**src/rtl/fwrisc_pkg.sv**
```systemverilog
// Shared types and widths for the fwrisc decode / operand-fetch boundary.
package fwrisc_pkg;

  localparam int unsigned AW    = 6;
  localparam int unsigned DW    = 32;
  localparam int unsigned TW    = 32;
  localparam int unsigned NREGS = 2 ** AW;

  typedef logic [AW-1:0] reg_addr_t;

  // Decoded instruction as handed from decode to operand fetch.
  typedef struct packed {
    reg_addr_t       rs1;
    reg_addr_t       rs2;
    logic            use_rs1;
    logic            use_rs2;
    reg_addr_t       rd;
    logic            rd_wen;
    logic [TW-1:0]   tag;
  } fetch_instr_t;

  // Enabled address compare.
  function automatic logic addr_hit(input logic en, input reg_addr_t a, input reg_addr_t b);
    return en && (a == b);
  endfunction

  // A source stalls on an in-flight producer, or on a scoreboard bit not being retired this cycle.
  function automatic logic src_hazard(input logic use_rs, input reg_addr_t rs,
                                      input logic sb_hit, input logic wb_hit,
                                      input logic s1_hit, input logic out_hit);
    return use_rs && (rs != '0) && ((sb_hit && !wb_hit) || s1_hit || out_hit);
  endfunction

endpackage

```
**src/rtl/fwrisc_operand_fetch_if.sv**
```systemverilog
// Decode, regfile, writeback and execute signals seen by the operand-fetch stage.
interface fwrisc_operand_fetch_if;
  import fwrisc_pkg::*;

  logic            in_valid;
  logic            in_ready;
  reg_addr_t       in_rs1;
  reg_addr_t       in_rs2;
  logic            in_use_rs1;
  logic            in_use_rs2;
  reg_addr_t       in_rd;
  logic            in_rd_wen;
  logic [TW-1:0]   in_tag;

  reg_addr_t       ra_raddr;
  reg_addr_t       rb_raddr;
  logic [DW-1:0]   ra_rdata;
  logic [DW-1:0]   rb_rdata;

  reg_addr_t       wb_waddr;
  logic            wb_wen;

  logic            op_valid;
  logic            op_ready;
  logic [DW-1:0]   op_a;
  logic [DW-1:0]   op_b;
  reg_addr_t       op_rd;
  logic            op_rd_wen;
  logic [TW-1:0]   op_tag;

  logic            flush;

  modport slave (
    input  in_valid, in_rs1, in_rs2, in_use_rs1, in_use_rs2, in_rd, in_rd_wen, in_tag,
    input  ra_rdata, rb_rdata, wb_waddr, wb_wen, op_ready, flush,
    output in_ready, ra_raddr, rb_raddr,
    output op_valid, op_a, op_b, op_rd, op_rd_wen, op_tag
  );

  modport master (
    output in_valid, in_rs1, in_rs2, in_use_rs1, in_use_rs2, in_rd, in_rd_wen, in_tag,
    output ra_rdata, rb_rdata, wb_waddr, wb_wen, op_ready, flush,
    input  in_ready, ra_raddr, rb_raddr,
    input  op_valid, op_a, op_b, op_rd, op_rd_wen, op_tag
  );

endinterface

```
**src/rtl/fwrisc_scoreboard.sv**
```systemverilog
// One pending-write bit per register; set wins over a same-cycle clear, entry 0 never pends.
module fwrisc_scoreboard
  import fwrisc_pkg::*;
(
  input  logic      clk,
  input  logic      rst_n,
  input  logic      set_en_i,
  input  reg_addr_t set_addr_i,
  input  logic      clr_en_i,
  input  reg_addr_t clr_addr_i,
  input  reg_addr_t lookup_a_i,
  input  reg_addr_t lookup_b_i,
  output logic      hit_a_c,
  output logic      hit_b_c
);

  logic [NREGS-1:0] sb_q;
  logic [NREGS-1:0] sb_d;

  // Clear first so a simultaneous set on the same entry survives; bit 0 is forced low last.
  always_comb begin
    sb_d = sb_q;
    if (clr_en_i) sb_d[clr_addr_i] = 1'b0;
    if (set_en_i) sb_d[set_addr_i] = 1'b1;
    sb_d[0] = 1'b0;
  end

  // Scoreboard state register.
  always_ff @(posedge clk or negedge rst_n) begin
    if (!rst_n) sb_q <= '0;
    else        sb_q <= sb_d;
  end

  assign hit_a_c = sb_q[lookup_a_i];
  assign hit_b_c = sb_q[lookup_b_i];

endmodule

```
**src/rtl/fwrisc_operand_fetch.sv**
```systemverilog
// Register-read stage: issues regfile reads, tracks pending writes, hands operands to execute.
module fwrisc_operand_fetch
  import fwrisc_pkg::*;
(
  input  logic                   clock,
  input  logic                   reset,
  fwrisc_operand_fetch_if.slave  of_if
);

  fetch_instr_t   in_instr_c;
  fetch_instr_t   s1_q, s1_d;
  logic           s1_valid_q, s1_valid_d;
  logic           out_valid_q, out_valid_d;
  logic [DW-1:0]  op_a_q, op_a_d;
  logic [DW-1:0]  op_b_q, op_b_d;
  reg_addr_t      op_rd_q, op_rd_d;
  logic           op_rd_wen_q, op_rd_wen_d;
  logic [TW-1:0]  op_tag_q, op_tag_d;

  logic read_adv_c;
  logic out_fire_c;
  logic sb_hit_a_c, sb_hit_b_c;
  logic hazard_a_c, hazard_b_c;
  logic in_ready_c;
  logic accept_c;

  // Pack the incoming decode fields.
  always_comb begin
    in_instr_c         = '0;
    in_instr_c.rs1     = of_if.in_rs1;
    in_instr_c.rs2     = of_if.in_rs2;
    in_instr_c.use_rs1 = of_if.in_use_rs1;
    in_instr_c.use_rs2 = of_if.in_use_rs2;
    in_instr_c.rd      = of_if.in_rd;
    in_instr_c.rd_wen  = of_if.in_rd_wen;
    in_instr_c.tag     = of_if.in_tag;
  end

  assign read_adv_c = !out_valid_q || of_if.op_ready;
  assign out_fire_c = out_valid_q && of_if.op_ready;

  fwrisc_scoreboard u_sb (
    .clk        (clock),
    .rst_n      (reset),
    .set_en_i   (out_fire_c && op_rd_wen_q),
    .set_addr_i (op_rd_q),
    .clr_en_i   (of_if.wb_wen),
    .clr_addr_i (of_if.wb_waddr),
    .lookup_a_i (of_if.in_rs1),
    .lookup_b_i (of_if.in_rs2),
    .hit_a_c    (sb_hit_a_c),
    .hit_b_c    (sb_hit_b_c)
  );

  // RAW hazard per source against scoreboard, READ and OUT producers.
  always_comb begin
    hazard_a_c = src_hazard(in_instr_c.use_rs1, in_instr_c.rs1, sb_hit_a_c,
                            addr_hit(of_if.wb_wen, of_if.wb_waddr, in_instr_c.rs1),
                            addr_hit(s1_valid_q && s1_q.rd_wen, s1_q.rd, in_instr_c.rs1),
                            addr_hit(out_valid_q && op_rd_wen_q, op_rd_q, in_instr_c.rs1));
    hazard_b_c = src_hazard(in_instr_c.use_rs2, in_instr_c.rs2, sb_hit_b_c,
                            addr_hit(of_if.wb_wen, of_if.wb_waddr, in_instr_c.rs2),
                            addr_hit(s1_valid_q && s1_q.rd_wen, s1_q.rd, in_instr_c.rs2),
                            addr_hit(out_valid_q && op_rd_wen_q, op_rd_q, in_instr_c.rs2));
  end

  assign in_ready_c = !(hazard_a_c || hazard_b_c) && (!s1_valid_q || read_adv_c) && !of_if.flush;
  assign accept_c   = of_if.in_valid && in_ready_c;

  // A stalled READ keeps re-reading its own sources so the captured data is never stale.
  assign of_if.ra_raddr = (s1_valid_q && !read_adv_c) ? s1_q.rs1 : of_if.in_rs1;
  assign of_if.rb_raddr = (s1_valid_q && !read_adv_c) ? s1_q.rs2 : of_if.in_rs2;

  // Next state for READ and OUT; flush empties both but leaves the scoreboard alone.
  always_comb begin
    s1_valid_d  = s1_valid_q;
    s1_d        = s1_q;
    out_valid_d = out_valid_q;
    op_a_d      = op_a_q;
    op_b_d      = op_b_q;
    op_rd_d     = op_rd_q;
    op_rd_wen_d = op_rd_wen_q;
    op_tag_d    = op_tag_q;

    if (!s1_valid_q || read_adv_c) begin
      s1_valid_d = accept_c;
      if (accept_c) s1_d = in_instr_c;
    end

    if (read_adv_c) begin
      out_valid_d = s1_valid_q;
      if (s1_valid_q) begin
        op_a_d      = s1_q.use_rs1 ? of_if.ra_rdata : '0;
        op_b_d      = s1_q.use_rs2 ? of_if.rb_rdata : '0;
        op_rd_d     = s1_q.rd;
        op_rd_wen_d = s1_q.rd_wen;
        op_tag_d    = s1_q.tag;
      end
    end

    if (of_if.flush) begin
      s1_valid_d  = 1'b0;
      out_valid_d = 1'b0;
    end
  end

  // Pipeline registers.
  always_ff @(posedge clock or negedge reset) begin
    if (!reset) begin
      s1_valid_q  <= 1'b0;
      s1_q        <= '0;
      out_valid_q <= 1'b0;
      op_a_q      <= '0;
      op_b_q      <= '0;
      op_rd_q     <= '0;
      op_rd_wen_q <= 1'b0;
      op_tag_q    <= '0;
    end else begin
      s1_valid_q  <= s1_valid_d;
      s1_q        <= s1_d;
      out_valid_q <= out_valid_d;
      op_a_q      <= op_a_d;
      op_b_q      <= op_b_d;
      op_rd_q     <= op_rd_d;
      op_rd_wen_q <= op_rd_wen_d;
      op_tag_q    <= op_tag_d;
    end
  end

  assign of_if.in_ready  = in_ready_c;
  assign of_if.op_valid  = out_valid_q;
  assign of_if.op_a      = op_a_q;
  assign of_if.op_b      = op_b_q;
  assign of_if.op_rd     = op_rd_q;
  assign of_if.op_rd_wen = op_rd_wen_q;
  assign of_if.op_tag    = op_tag_q;

endmodule

```
**src/flat_wrapper.sv**
```systemverilog
// flat-port wrapper written by rule: the top's interface ports become plain ports
module fwrisc_operand_fetch_flat import fwrisc_pkg::*;
  (clock, reset, of_if_in_valid, of_if_in_rs1, of_if_in_rs2, of_if_in_use_rs1, of_if_in_use_rs2, of_if_in_rd, of_if_in_rd_wen, of_if_in_tag, of_if_ra_rdata, of_if_rb_rdata, of_if_wb_waddr, of_if_wb_wen, of_if_op_ready, of_if_flush, of_if_in_ready, of_if_ra_raddr, of_if_rb_raddr, of_if_op_valid, of_if_op_a, of_if_op_b, of_if_op_rd, of_if_op_rd_wen, of_if_op_tag);
  fwrisc_operand_fetch_if of_if_i ();
  input  logic clock;
  input  logic reset;
  input wire logic [$bits(of_if_i.in_valid)-1:0] of_if_in_valid;
  input wire logic [$bits(of_if_i.in_rs1)-1:0] of_if_in_rs1;
  input wire logic [$bits(of_if_i.in_rs2)-1:0] of_if_in_rs2;
  input wire logic [$bits(of_if_i.in_use_rs1)-1:0] of_if_in_use_rs1;
  input wire logic [$bits(of_if_i.in_use_rs2)-1:0] of_if_in_use_rs2;
  input wire logic [$bits(of_if_i.in_rd)-1:0] of_if_in_rd;
  input wire logic [$bits(of_if_i.in_rd_wen)-1:0] of_if_in_rd_wen;
  input wire logic [$bits(of_if_i.in_tag)-1:0] of_if_in_tag;
  input wire logic [$bits(of_if_i.ra_rdata)-1:0] of_if_ra_rdata;
  input wire logic [$bits(of_if_i.rb_rdata)-1:0] of_if_rb_rdata;
  input wire logic [$bits(of_if_i.wb_waddr)-1:0] of_if_wb_waddr;
  input wire logic [$bits(of_if_i.wb_wen)-1:0] of_if_wb_wen;
  input wire logic [$bits(of_if_i.op_ready)-1:0] of_if_op_ready;
  input wire logic [$bits(of_if_i.flush)-1:0] of_if_flush;
  output wire logic [$bits(of_if_i.in_ready)-1:0] of_if_in_ready;
  output wire logic [$bits(of_if_i.ra_raddr)-1:0] of_if_ra_raddr;
  output wire logic [$bits(of_if_i.rb_raddr)-1:0] of_if_rb_raddr;
  output wire logic [$bits(of_if_i.op_valid)-1:0] of_if_op_valid;
  output wire logic [$bits(of_if_i.op_a)-1:0] of_if_op_a;
  output wire logic [$bits(of_if_i.op_b)-1:0] of_if_op_b;
  output wire logic [$bits(of_if_i.op_rd)-1:0] of_if_op_rd;
  output wire logic [$bits(of_if_i.op_rd_wen)-1:0] of_if_op_rd_wen;
  output wire logic [$bits(of_if_i.op_tag)-1:0] of_if_op_tag;
  assign of_if_i.in_valid = of_if_in_valid;
  assign of_if_i.in_rs1 = of_if_in_rs1;
  assign of_if_i.in_rs2 = of_if_in_rs2;
  assign of_if_i.in_use_rs1 = of_if_in_use_rs1;
  assign of_if_i.in_use_rs2 = of_if_in_use_rs2;
  assign of_if_i.in_rd = of_if_in_rd;
  assign of_if_i.in_rd_wen = of_if_in_rd_wen;
  assign of_if_i.in_tag = of_if_in_tag;
  assign of_if_i.ra_rdata = of_if_ra_rdata;
  assign of_if_i.rb_rdata = of_if_rb_rdata;
  assign of_if_i.wb_waddr = of_if_wb_waddr;
  assign of_if_i.wb_wen = of_if_wb_wen;
  assign of_if_i.op_ready = of_if_op_ready;
  assign of_if_i.flush = of_if_flush;
  assign of_if_in_ready = of_if_i.in_ready;
  assign of_if_ra_raddr = of_if_i.ra_raddr;
  assign of_if_rb_raddr = of_if_i.rb_raddr;
  assign of_if_op_valid = of_if_i.op_valid;
  assign of_if_op_a = of_if_i.op_a;
  assign of_if_op_b = of_if_i.op_b;
  assign of_if_op_rd = of_if_i.op_rd;
  assign of_if_op_rd_wen = of_if_i.op_rd_wen;
  assign of_if_op_tag = of_if_i.op_tag;
  fwrisc_operand_fetch u_core (.clock(clock), .reset(reset), .of_if(of_if_i));
endmodule
```
**config.mk**
```make
export PLATFORM = sky130hd
export DESIGN_NAME = fwrisc_operand_fetch_flat
export DESIGN_NICKNAME = d
export VERILOG_FILES = /design/src/rtl/fwrisc_pkg.sv /design/src/rtl/fwrisc_operand_fetch_if.sv /design/src/rtl/fwrisc_scoreboard.sv /design/src/rtl/fwrisc_operand_fetch.sv /design/src/flat_wrapper.sv
export SDC_FILE = /design/constraint.sdc
export NUM_CORES = 1
export LEC_CHECK = 0
export BUFFER_PORTS_ARGS = -buffer_cell sky130_fd_sc_hd__buf_4
export CORE_AREA = 2 2 143 145
export DETAILED_ROUTE_END_ITERATION = 8
export DIE_AREA = 0 0 145 147
export GPL_ROUTABILITY_DRIVEN = 0
export PLACE_DENSITY = 0.79
export SLEW_MARGIN = 5
export SYNTH_ARGS = -nofsm -noshare
export SYNTH_HDL_FRONTEND = slang
export SYNTH_HIERARCHICAL = 1
export SYNTH_SLANG_ARGS = --single-unit
export TNS_END_PERCENT = 5
```
**constraint.sdc**
```tcl
create_clock -name clock -period 3.1 [get_ports clock]
set_input_delay 0.465 -clock clock [delete_from_list [all_inputs] [get_ports clock]]
set_output_delay 0.465 -clock clock [all_outputs]
set_load 0.01 [all_outputs]
```
Yosys cells after proc, flatten, opt, wreduce, memory -nomap -nowiden --
Index checks and enable logic that the tools add are counted.
Cells by class: bitwise logic cells 3, equality and inequality tests 6, $lt $le $gt $ge 6, multiplexer cells 18, reductions and logical operators 42
Operator list (number):
- 2-to-1 mux 64 bit | 2
- AND 64 bit | 1
- 2-to-1 mux 32 bit | 2
- NOT 64 bit | 1
- bitwise OR 64 bit | 1
- == test 6 bit | 6
- < comparator 6 x 7 -> 1 bit, second input constant | 4
- logical AND 1 bit | 22
- binary-select mux 1 bit (select 6 bit) | 2
- demux 1 bit (select 6 bit) | 2
- >= comparator 6 x 1 -> 1 bit, second input constant | 2
- 2-to-1 mux 6 bit | 2
- nonzero test 6 bit | 2
- 2-to-1 mux 1 bit | 8
- zero test 1 bit | 7
- logical OR 1 bit | 7
- AND reduction 2 bit | 2
- nonzero test 2 bit | 2
Word-level totals: output and inout bits 117, register bits 221, input port bits 129

Longest topological paths before layout --
Gate-level depths: netlist of the first run.
word-level depth 14, mapped depth 12, gate-level depth less buffers 9

Modules after synthesis --
The synthesis of the first run kept the hierarchy.
By module, submodules not included:
- fwrisc_operand_fetch | cells an instance 573, times used 1, area each 6857.8 um2
- fwrisc_scoreboard | cells an instance 336, times used 1, area each 3662.3 um2

Least setup slack after synthesis of the first run --
No wires, ideal clock.
path kind input-to-reg, start point input of_if_in_rs1[0], end point register u_core/s1_q[49] (netlist bit), stages 12, data arrival time 2.842 ns, setup slack 0.133 ns, path through buf_4 > buf_6 > mux4_2 > a22oi_1 > nand4_1 > nand3_1 > o311ai_1 > o311a_1 > a211oi_4 > o211ai_4 > buf_4 > mux2_4
RTL lines:
- from (decl) | line flat_wrapper.sv:8 | input wire logic [$bits(of_if_i.in_rs1)-1:0] of_if_in_rs1;
- binary-select mux 1 bit (select 6 bit) | line fwrisc_scoreboard.sv:34 | assign hit_a_c = sb_q[lookup_a_i];
- 2-to-1 mux 1 bit (not written as such) | line fwrisc_scoreboard.sv:34
- named net u_core.sb_hit_a_c | line fwrisc_operand_fetch.sv:22 | logic sb_hit_a_c, sb_hit_b_c;
- logical AND 1 bit | line fwrisc_pkg.sv:31 | return use_rs && (rs != '0) && ((sb_hit && !wb_hit) || s1_hit || out_hit);
- logical OR 1 bit (2 in series) | line fwrisc_pkg.sv:31
- logical AND 1 bit | line fwrisc_pkg.sv:31
- logical OR 1 bit | line fwrisc_operand_fetch.sv:67 | assign in_ready_c = !(hazard_a_c || hazard_b_c) && (!s1_valid_q || read_adv_c) && !of_if.flush;
- zero test 1 bit | line fwrisc_operand_fetch.sv:67
- logical AND 1 bit (2 in series) | line fwrisc_operand_fetch.sv:67
- logical AND 1 bit | line fwrisc_operand_fetch.sv:68 | assign accept_c = of_if.in_valid && in_ready_c;
- AND reduction 2 bit (no source line)
- to (signal assigned) | line fwrisc_operand_fetch.sv:111 | s1_q <= '0;
- to (signal assigned) | line fwrisc_operand_fetch.sv:120 | s1_q <= s1_d;
- to (decl) | line fwrisc_operand_fetch.sv:11 | fetch_instr_t s1_q, s1_d;
The timed path passes the listed nets, and every way through them passes these cells. The select of a mux whose other input is x is not followed. A chain may end at the register's enable or synchronous reset.

Final worst setup path of the first run --
start point register u_core.u_sb.sb_q[39], end point output of_if_in_ready
On the way: word-level cells in the longest chain between the ends 10
Ends and longest elaborated chain:
- from (decl) | line fwrisc_scoreboard.sv:17 | logic [NREGS-1:0] sb_q;
- from (signal assigned) | line fwrisc_scoreboard.sv:30 | if (!rst_n) sb_q <= '0;
- from (signal assigned) | line fwrisc_scoreboard.sv:31 | else sb_q <= sb_d;
- binary-select mux 1 bit (select 6 bit) | line fwrisc_scoreboard.sv:35 | assign hit_b_c = sb_q[lookup_b_i];
- 2-to-1 mux 1 bit (not written as such) | line fwrisc_scoreboard.sv:35
- named net u_core.sb_hit_b_c | line fwrisc_operand_fetch.sv:22
- logical AND 1 bit | line fwrisc_pkg.sv:31
- logical OR 1 bit (2 in series) | line fwrisc_pkg.sv:31
- logical AND 1 bit | line fwrisc_pkg.sv:31
- logical OR 1 bit | line fwrisc_operand_fetch.sv:67
- zero test 1 bit | line fwrisc_operand_fetch.sv:67
- logical AND 1 bit (2 in series) | line fwrisc_operand_fetch.sv:67
- to (decl) | line flat_wrapper.sv:21 | output wire logic [$bits(of_if_i.in_ready)-1:0] of_if_in_ready;
The timed path passes the listed nets, and every way through them passes these cells. The select of a mux whose other input is x is not followed.

==> results of run 1 <==
## metrics by stage
stage	TNS, ns	util
2_1_floorplan	0	-
3_3_place_gp	0	0.638
3_5_place_dp	-3.65	0.638
4_1_cts	-0.00418	0.676
5_1_grt	-0.217	0.677
6_report	-0.151	0.677
## power by group through the flow
| stage | logic, W | clock network, W | registers (W) |
|---|---|---|---|
| after floorplan | 0.000995 | 0 | 0.00391 |
| after detailed placement | 0.00212 | 0 | 0.00390 |
| after CTS | 0.00213 | 0.00268 | 0.00386 |
| final | 0.00214 | 0.00263 | 0.00387 |
| after global placement | 0.00205 | 0 | 0.00387 |
| after global routing | 0.00230 | 0.00281 | 0.00394 |
## state kept, by name (all words and copies together) (netlist names)
signal / count
u_core/u_sb/sb_q: 63
u_core/s1_q: 53
u_core/of_if.op_a: 32
u_core/of_if.op_b: 32
u_core/of_if.op_tag: 32
u_core/of_if.op_rd: 6
u_core/of_if.op_rd_wen: 1
u_core/of_if.op_valid: 1
u_core/s1_valid_q: 1
## kinds of logic after synthesis
kind of cell           after synthesis
AND/OR/NAND/NOR                    228
buffers and inverters               63
multiplexers                       142
XOR/XNOR                            36
flip-flops                         221
AO/OA/AOI/OAI                      219
## critical path, cell delays in order, from the launching register on
cell	delay, ns
dfrtp_1	0.42
mux4_2	0.50
mux2i_1	0.16
mux2i_1	0.10
o211ai_2	0.18
o311ai_2	0.14
a221oi_2	0.31
buf_4	0.16
o21a_1	0.16
buf_6	0.13
## layer usage
metal  share of wire  up-vias
li1                -     3724
met1            0.38     4198
met2            0.48      521
met3           0.084      136
met4           0.059        0
met5               0        -
## how the worst min path moves through the flow
stage	to
4_1_cts	u_core/of_if.op_valid$_DFFE_PN0P_
2_1_floorplan	u_core/of_if.op_a[0]$_DFFE_PN0P_
3_5_place_dp	u_core/u_sb/sb_q[63]$_DFF_PN0_
3_3_place_gp	u_core/u_sb/sb_q[62]$_DFF_PN0_
6_report	u_core/of_if.op_valid$_DFFE_PN0P_
5_1_grt	u_core/of_if.op_valid$_DFFE_PN0P_
## synth_stat cells, types with 2 or more instances
master	number	share of area
a22o_1	6	0.0050
nor4_1	3	0.0018
or3_1	3	0.0018
nor2b_1	9	0.0054
o31ai_1	4	0.0029
or4_1	3	0.0021
buf_2	4	0.0019
inv_1	3	0.0011
clkbuf_1	44	0.016
or3b_2	2	0.0017
a22oi_1	2	0.0014
dfrtp_1	221	0.53
mux2i_1	13	0.012
nand3b_1	4	0.0029
nand2_1	148	0.053
xor2_1	16	0.013
mux4_1	10	0.025
o311ai_1	2	0.0017
buf_1	2	0.00071
nor2_1	13	0.0046
nand4_1	8	0.0048
buf_4	3	0.0021
nand2b_1	9	0.0054
a21oi_1	5	0.0024
nand3_1	20	0.0095
mux2_4	43	0.061
mux2_2	56	0.060
mux4_2	20	0.043
xnor2_1	20	0.017
buf_6	6	0.0064
o21ai_0	187	0.089
## repair_timing
item | CTS | global route
pin swaps | 1 | 3
setup endpoints to repair | 1 | 1
gates resized for setup | 1 | 5
buffers inserted | 3 | 0
hold buffers | 1 | 0
endpoints found under the hold margin | 67 | 0
## cell type report
| class | count | area, um^2 | area share |
|---|---|---|---|
| flip-flops and latches | 221 | 5530 | 0.412 |
| multi-input cells | 625 | 4690 | 0.349 |
| repair buffers | 275 | 2140 | 0.159 |
| clock buffers | 28 | 594 | 0.0442 |
| well taps | 270 | 338 | 0.0251 |
| clock inverters | 14 | 123 | 0.00913 |
| inverters | 3 | 11.3 | 0.000838 |
| diodes | 1 | 2.50 | 0.000186 |
==> run_results.csv, run 1 <==
group,metric,value,unit
outcome,outcome,"complete, but fails checks",
outcome,violations,"negative setup slack",
power_and_ir_drop,p_total,0.00864,W
power_and_ir_drop,p_per_area,643,nW/um^2
sta,slew_headroom,0.276,
hold_path,hold_path.class,"input pin to flop",
power_and_ir_drop,p_int,0.00603,W
yosys,yosysUniqueCellTypes,51,
placed_design,preCtsSetupSlack,-0.0989,ns
yosys,synthSimpleGateAreaFrac,0.0968,
power_and_ir_drop,p_clk_frac,0.305,
finish,drive_gt1_frac,0.380,
clock_tree,path_clk_slew,0.07,ns
global_route,grt_max_degree,89,
sta,grt_setup_unrepaired,"true",
yosys,ys_seq_area_frac,0.526,
floorplanning,fp.dieW,145,um
global_route,antenna_found_initial,1,
run,drv_cap,0,
critical_path,path_class,"flop to output port",
clock_tree,clkLatencyLatePin,0.53,ns
hold_path,hold_path_depth,2,
critical_path,critPathMaxFanout,3,
critical_path,cp-start-kind,"flop",
finish,stdcell_count,1437,
yosys,synth_edf_count,0,
sta,finalSetupViolCount,1,
drt,drc,0,
drt,via_per_inst,5.97,
sta,fin_skew,0.0128,ns
placed_design,placed_area,12700,um^2
yosys,synth_flop_cell,"dfrtp_1",
critical_path,reg2reg_from,"u_core/u_sb/sb_q[39]$_DFF_PN0_",
yosys,ys_ff_latch,221,
global_route,grt_use_met3,0.0534,
clock_tree,cts_tree,"built",
yosys,async_reset_ff_frac,1.00,
placed_design,dpl.cell_count,1390,
clock_tree,clock-sinks,221,
critical_path,reg2regPathDepth,11,
sta,whs,0.105,ns
critical_path,reg2reg_to,"u_core/s1_q[23]$_DFFE_PN0P_",
power_and_ir_drop,vdd_drop_max,0.000495,V
yosys,synth_area,10500,um^2
global_route,grt_pass1_wl,48.3,mm
floorplanning,coreArea,19800,um^2
global_route,top_usage_layer,"met2",
sta,fmax,308,MHz
finish,stdcell_area,13400,um^2
finish,fillerInstances,1421,
floorplanning,start_util,0.530,
critical_path,crit_path_end,"of_if_in_ready",
yosys,synth-compound-area-share,0.116,
sta,hold_viol,0,
yosys,syn_inst,909,
global_route,grt.met1_usage,0.365,
finish,fin_nets,1278,
clock_tree,clockBufferDepth,3,
floorplanning,fp.dieH,147,um
global_route,track_usage,0.283,
floorplanning,die-area,21300,um^2
floorplanning,rows,52,
yosys,synthAdderAreaFrac,0,
drt,drtIter0Drc,689,
power_and_ir_drop,switching_share,0.302,
clock_tree,cts-htree-levels,1,
global_route,met2_usage,0.459,
sta,period_needed,3.25,ns
power_and_ir_drop,p_leak,6.28,nW
drt,wl_per_cell,21.2,um
yosys,synth_top_family_by_area,"multiplexers",
yosys,synth_mux_area_frac,0.201,
yosys,syn_avg_cell_area,11.6,um^2
critical_path,critPathLaunch,"u_core/u_sb/sb_q[39]$_DFF_PN0_",
sta,drv_slew,0,
drt,drtAntennaViolNets,0,
placed_design,hpwl,21.0,mm
critical_path,worstPathArrival,2.79,ns
sta,fin_crit_sh,1.05,
finish,layout_commonest_cell,"buf_4",
drt,first_pass_iters,5,
finish,final_cell_mix,"buf_4 (267), dfrtp_1 (221), o21ai_0 (187)",
global_route,overflow,0,
sta,tightest_slew,1.09,ns
finish,syn_to_final_growth,27.7,%
power_and_ir_drop,seq_power_share,0.448,
critical_path,r2r_setup_slack,0.22,ns
power_and_ir_drop,power.switching,0.00261,W
sta,worst_slack,-0.151,ns
yosys,yosys_warnings,6,
drt,via_count,8579,
hold_path,holdCritStartpoint,"of_if_flush",
placed_design,io_buffers,245,
clock_tree,root_buffer,"clkbuf_16",
yosys,synth_xor_area_frac,0.0300,
power_and_ir_drop,comb_power_share,0.247,
clock_tree,cts_made_buffers,23,
drt,wl,30.5,mm
yosys,syn_nets,1038,
global_route,grt_pass1_vias,8764,
critical_path,crit_required,2.63,ns
critical_path,end_kind,"output port",
floorplanning,io_pins,246,
Power figures use the tool's default switching activity.
==> run 2: changes to the inputs <==
==> constraint.sdc (replaced) <==
create_clock -name clock -period 3.1 [get_ports clock]
set_input_delay 0.465 -clock clock [delete_from_list [all_inputs] [get_ports clock]]
set_output_delay 0.465 -clock clock [all_outputs]
set_load 0.005 [all_outputs]
==> run 2 against run 1 <==
The flow still finishes with violations (negative setup slack); fmax grew 2.2%; combinational power shrank 7%; routed wire length shrank 1.3%; via count shrank 1.9%; clock skew is essentially flat; clock-buffer cell count shrank 1; clock power grew 9.5%; die area is the same; non-clock buffer count is the same; register-to-register slack gained 0.05 ns; largest cell class unchanged.
==> run_results.csv, run 2 (synthesis gave the netlist of run 1 again) <==
group,metric,value,unit
global_route,track_usage,0.279,
drt,via_count,8412,
outcome,violations,"negative setup slack",
power_and_ir_drop,p_per_area,647,nW/um^2
critical_path,reg2reg_to,"u_core/s1_q[1]$_DFFE_PN0P_",
floorplanning,io_pins,246,
power_and_ir_drop,p_clk_frac,0.329,
critical_path,end_kind,"output port",
clock_tree,cts_tree,"built",
sta,tns,-0.0806,ns
global_route,overflow,0,
critical_path,reg2regPathDepth,11,
power_and_ir_drop,power.switching,0.00244,W
placed_design,placed_area,12700,um^2
finish,top_register,"u_core/u_sb/sb_q",
critical_path,crit_top_cell,"buf_4",
floorplanning,coreArea,19800,um^2
sta,grt_setup_unrepaired,"true",
drt,drtIter0Drc,650,
critical_path,crit_chain,"mux4_1 > mux2_2 > a21oi_2 > o311ai_1 > a221oi_2 > buf_4 > o21a_1 > buf_4",
finish,syn_to_final_growth,28.4,%
sta,hold_viol,0,
drt,first_pass_iters,5,
hold_path,hold_path.class,"input pin to flop",
drt,wl_per_cell,21.0,um
sta,period_needed,3.18,ns
critical_path,slowest_delay,0.53,ns
critical_path,cp-start-kind,"flop",
finish,reg_top3,"u_core/u_sb/sb_q: 63 flops, u_core/s1_q: 53 flops",
critical_path,critPathMaxFanout,3,
sta,fin_crit_sh,1.03,
sta,slew_headroom,0.237,
power_and_ir_drop,switching_share,0.280,
finish,layout_commonest_cell,"buf_4",
clock_tree,clkLatencyLatePin,0.52,ns
clock_tree,clockBufferDepth,3,
finish,fillerInstances,1442,
run,drv_cap,0,
power_and_ir_drop,seq_power_share,0.443,
sta,finalSetupViolCount,1,
floorplanning,fp.dieW,145,um
hold_path,hold_path_depth,2,
power_and_ir_drop,comb_power_share,0.228,
global_route,grt_pass1_vias,8555,
critical_path,reg2reg_from,"u_core/u_sb/sb_q[3]$_DFF_PN0_",
hold_path,holdCritStartpoint,"of_if_flush",
critical_path,path_class,"flop to output port",
sta,tightest_slew,1.14,ns
sta,drv_slew,0,
sta,fmax,314,MHz
clock_tree,path_clk_slew,0.06,ns
clock_tree,clock-sinks,221,
power_and_ir_drop,p_total,0.00874,W
finish,n_antenna_cell,0,
global_route,grt_max_degree,91,
placed_design,io_buffers,245,
sta,worst_slack,-0.0806,ns
floorplanning,rows,52,
critical_path,r2r_setup_slack,0.27,ns
global_route,antenna_found_initial,0,
finish,fin_nets,1278,
sta,fin_skew,0.0131,ns
hold_path,min_to,"u_core/of_if.op_valid$_DFFE_PN0P_",
power_and_ir_drop,vdd_drop_max,0.000482,V
clock_tree,root_buffer,"clkbuf_16",
clock_tree,cts_made_buffers,23,
power_and_ir_drop,p_leak,6.33,nW
floorplanning,fp.dieH,147,um
placed_design,hpwl,21.0,mm
floorplanning,die-area,21300,um^2
drt,drc,0,
finish,drive_gt1_frac,0.379,
critical_path,worstPathArrival,2.72,ns
critical_path,crit_required,2.63,ns
drt,via_per_inst,5.87,
floorplanning,start_util,0.530,
power_and_ir_drop,p_int,0.00630,W
finish,final_cell_mix,"buf_4 (268), dfrtp_1 (221), o21ai_0 (187)",
clock_tree,cts-htree-levels,1,
critical_path,critPathSlowestCell,"mux4_1",
finish,stdcell_area,13500,um^2
outcome,outcome,"complete, but fails checks",
global_route,grt_pass1_wl,47.5,mm
drt,drtAntennaViolNets,0,
finish,largest_reg_flops,63,
drt,wl,30.1,mm
[run 2: repair_timing]
| item | in CTS | in global routing |
|---|---|---|
| endpoints found under the hold margin | 86 | 0 |
| pin swaps | 1 | 0 |
| cloned | 0 | 0 |
| setup endpoints to repair | 1 | 1 |
| hold buffers | 1 | 0 |
| gates resized for setup | 1 | 2 |
| setup buffers | 2 | 0 |
[run 2: metrics by stage]
step	hold WS [ns]	utilization	setup WS, ns	cells
2_1_floorplan	0.169	-	0.133	909
5_1_grt	0.106	0.680	-0.139	1432
6_report	0.111	0.680	-0.0806	1432
3_5_place_dp	0.472	0.639	-0.0689	1391
4_1_cts	0.0963	0.680	-0.0288	1432
3_3_place_gp	0.465	0.639	-0.0333	1391
[run 2: final cells by class]
class                   instances  area, um^2  share of cell area
well taps                     270         338              0.0250
flip-flops and latches        221        5530               0.410
clock buffers                  27         611              0.0452
multi-input cells             625        4700               0.348
clock inverters                11         179              0.0133
repair buffers                275        2140               0.158
inverters                       3        11.3            0.000834
[run 2: critical path, delay by kind of cell (launching register included)]
kind / cells / cell delay (ns)
buffers and inverters: 2 / 0.28
AOI/OAI and AO/OA: 4 / 0.70
muxes: 2 / 0.82
DFF: 1 / 0.40
[run 2: power groups by stage]
| stage | clock network [W] | logic (W) | registers (W) |
|---|---|---|---|
| global placement | 0 | 0.00191 | 0.00387 |
| floorplan | 0 | 0.000991 | 0.00378 |
| detailed placement | 0 | 0.00197 | 0.00390 |
| global route | 0.00304 | 0.00215 | 0.00394 |
| finish | 0.00288 | 0.00199 | 0.00387 |
| CTS | 0.00293 | 0.00199 | 0.00386 |
[run 2: routing by layer]
layer,global-route usage,vias to the layer above,wire length (um)
met4,0.127,0,1450
met3,0.0578,106,2650
li1,-,3716,-
met2,0.467,518,14500
met1,0.354,4072,11500
met5,0,-,0
[run 2: how the worst max path moves through the flow]
stage	startpoint	endpoint	cells past startpoint
2_1_floorplan	of_if_in_rs1[0]	u_core/s1_q[49]$_DFFE_PN0P_	12
3_3_place_gp	of_if_in_rs1[0]	u_core/s1_q[16]$_DFFE_PN0P_	10
3_5_place_dp	of_if_in_rs1[0]	u_core/s1_q[24]$_DFFE_PN0P_	10
4_1_cts	u_core/u_sb/sb_q[59]$_DFF_PN0_	of_if_in_ready	9
5_1_grt	u_core/u_sb/sb_q[58]$_DFF_PN0_	of_if_in_ready	9
6_report	u_core/u_sb/sb_q[25]$_DFF_PN0_	of_if_in_ready	8
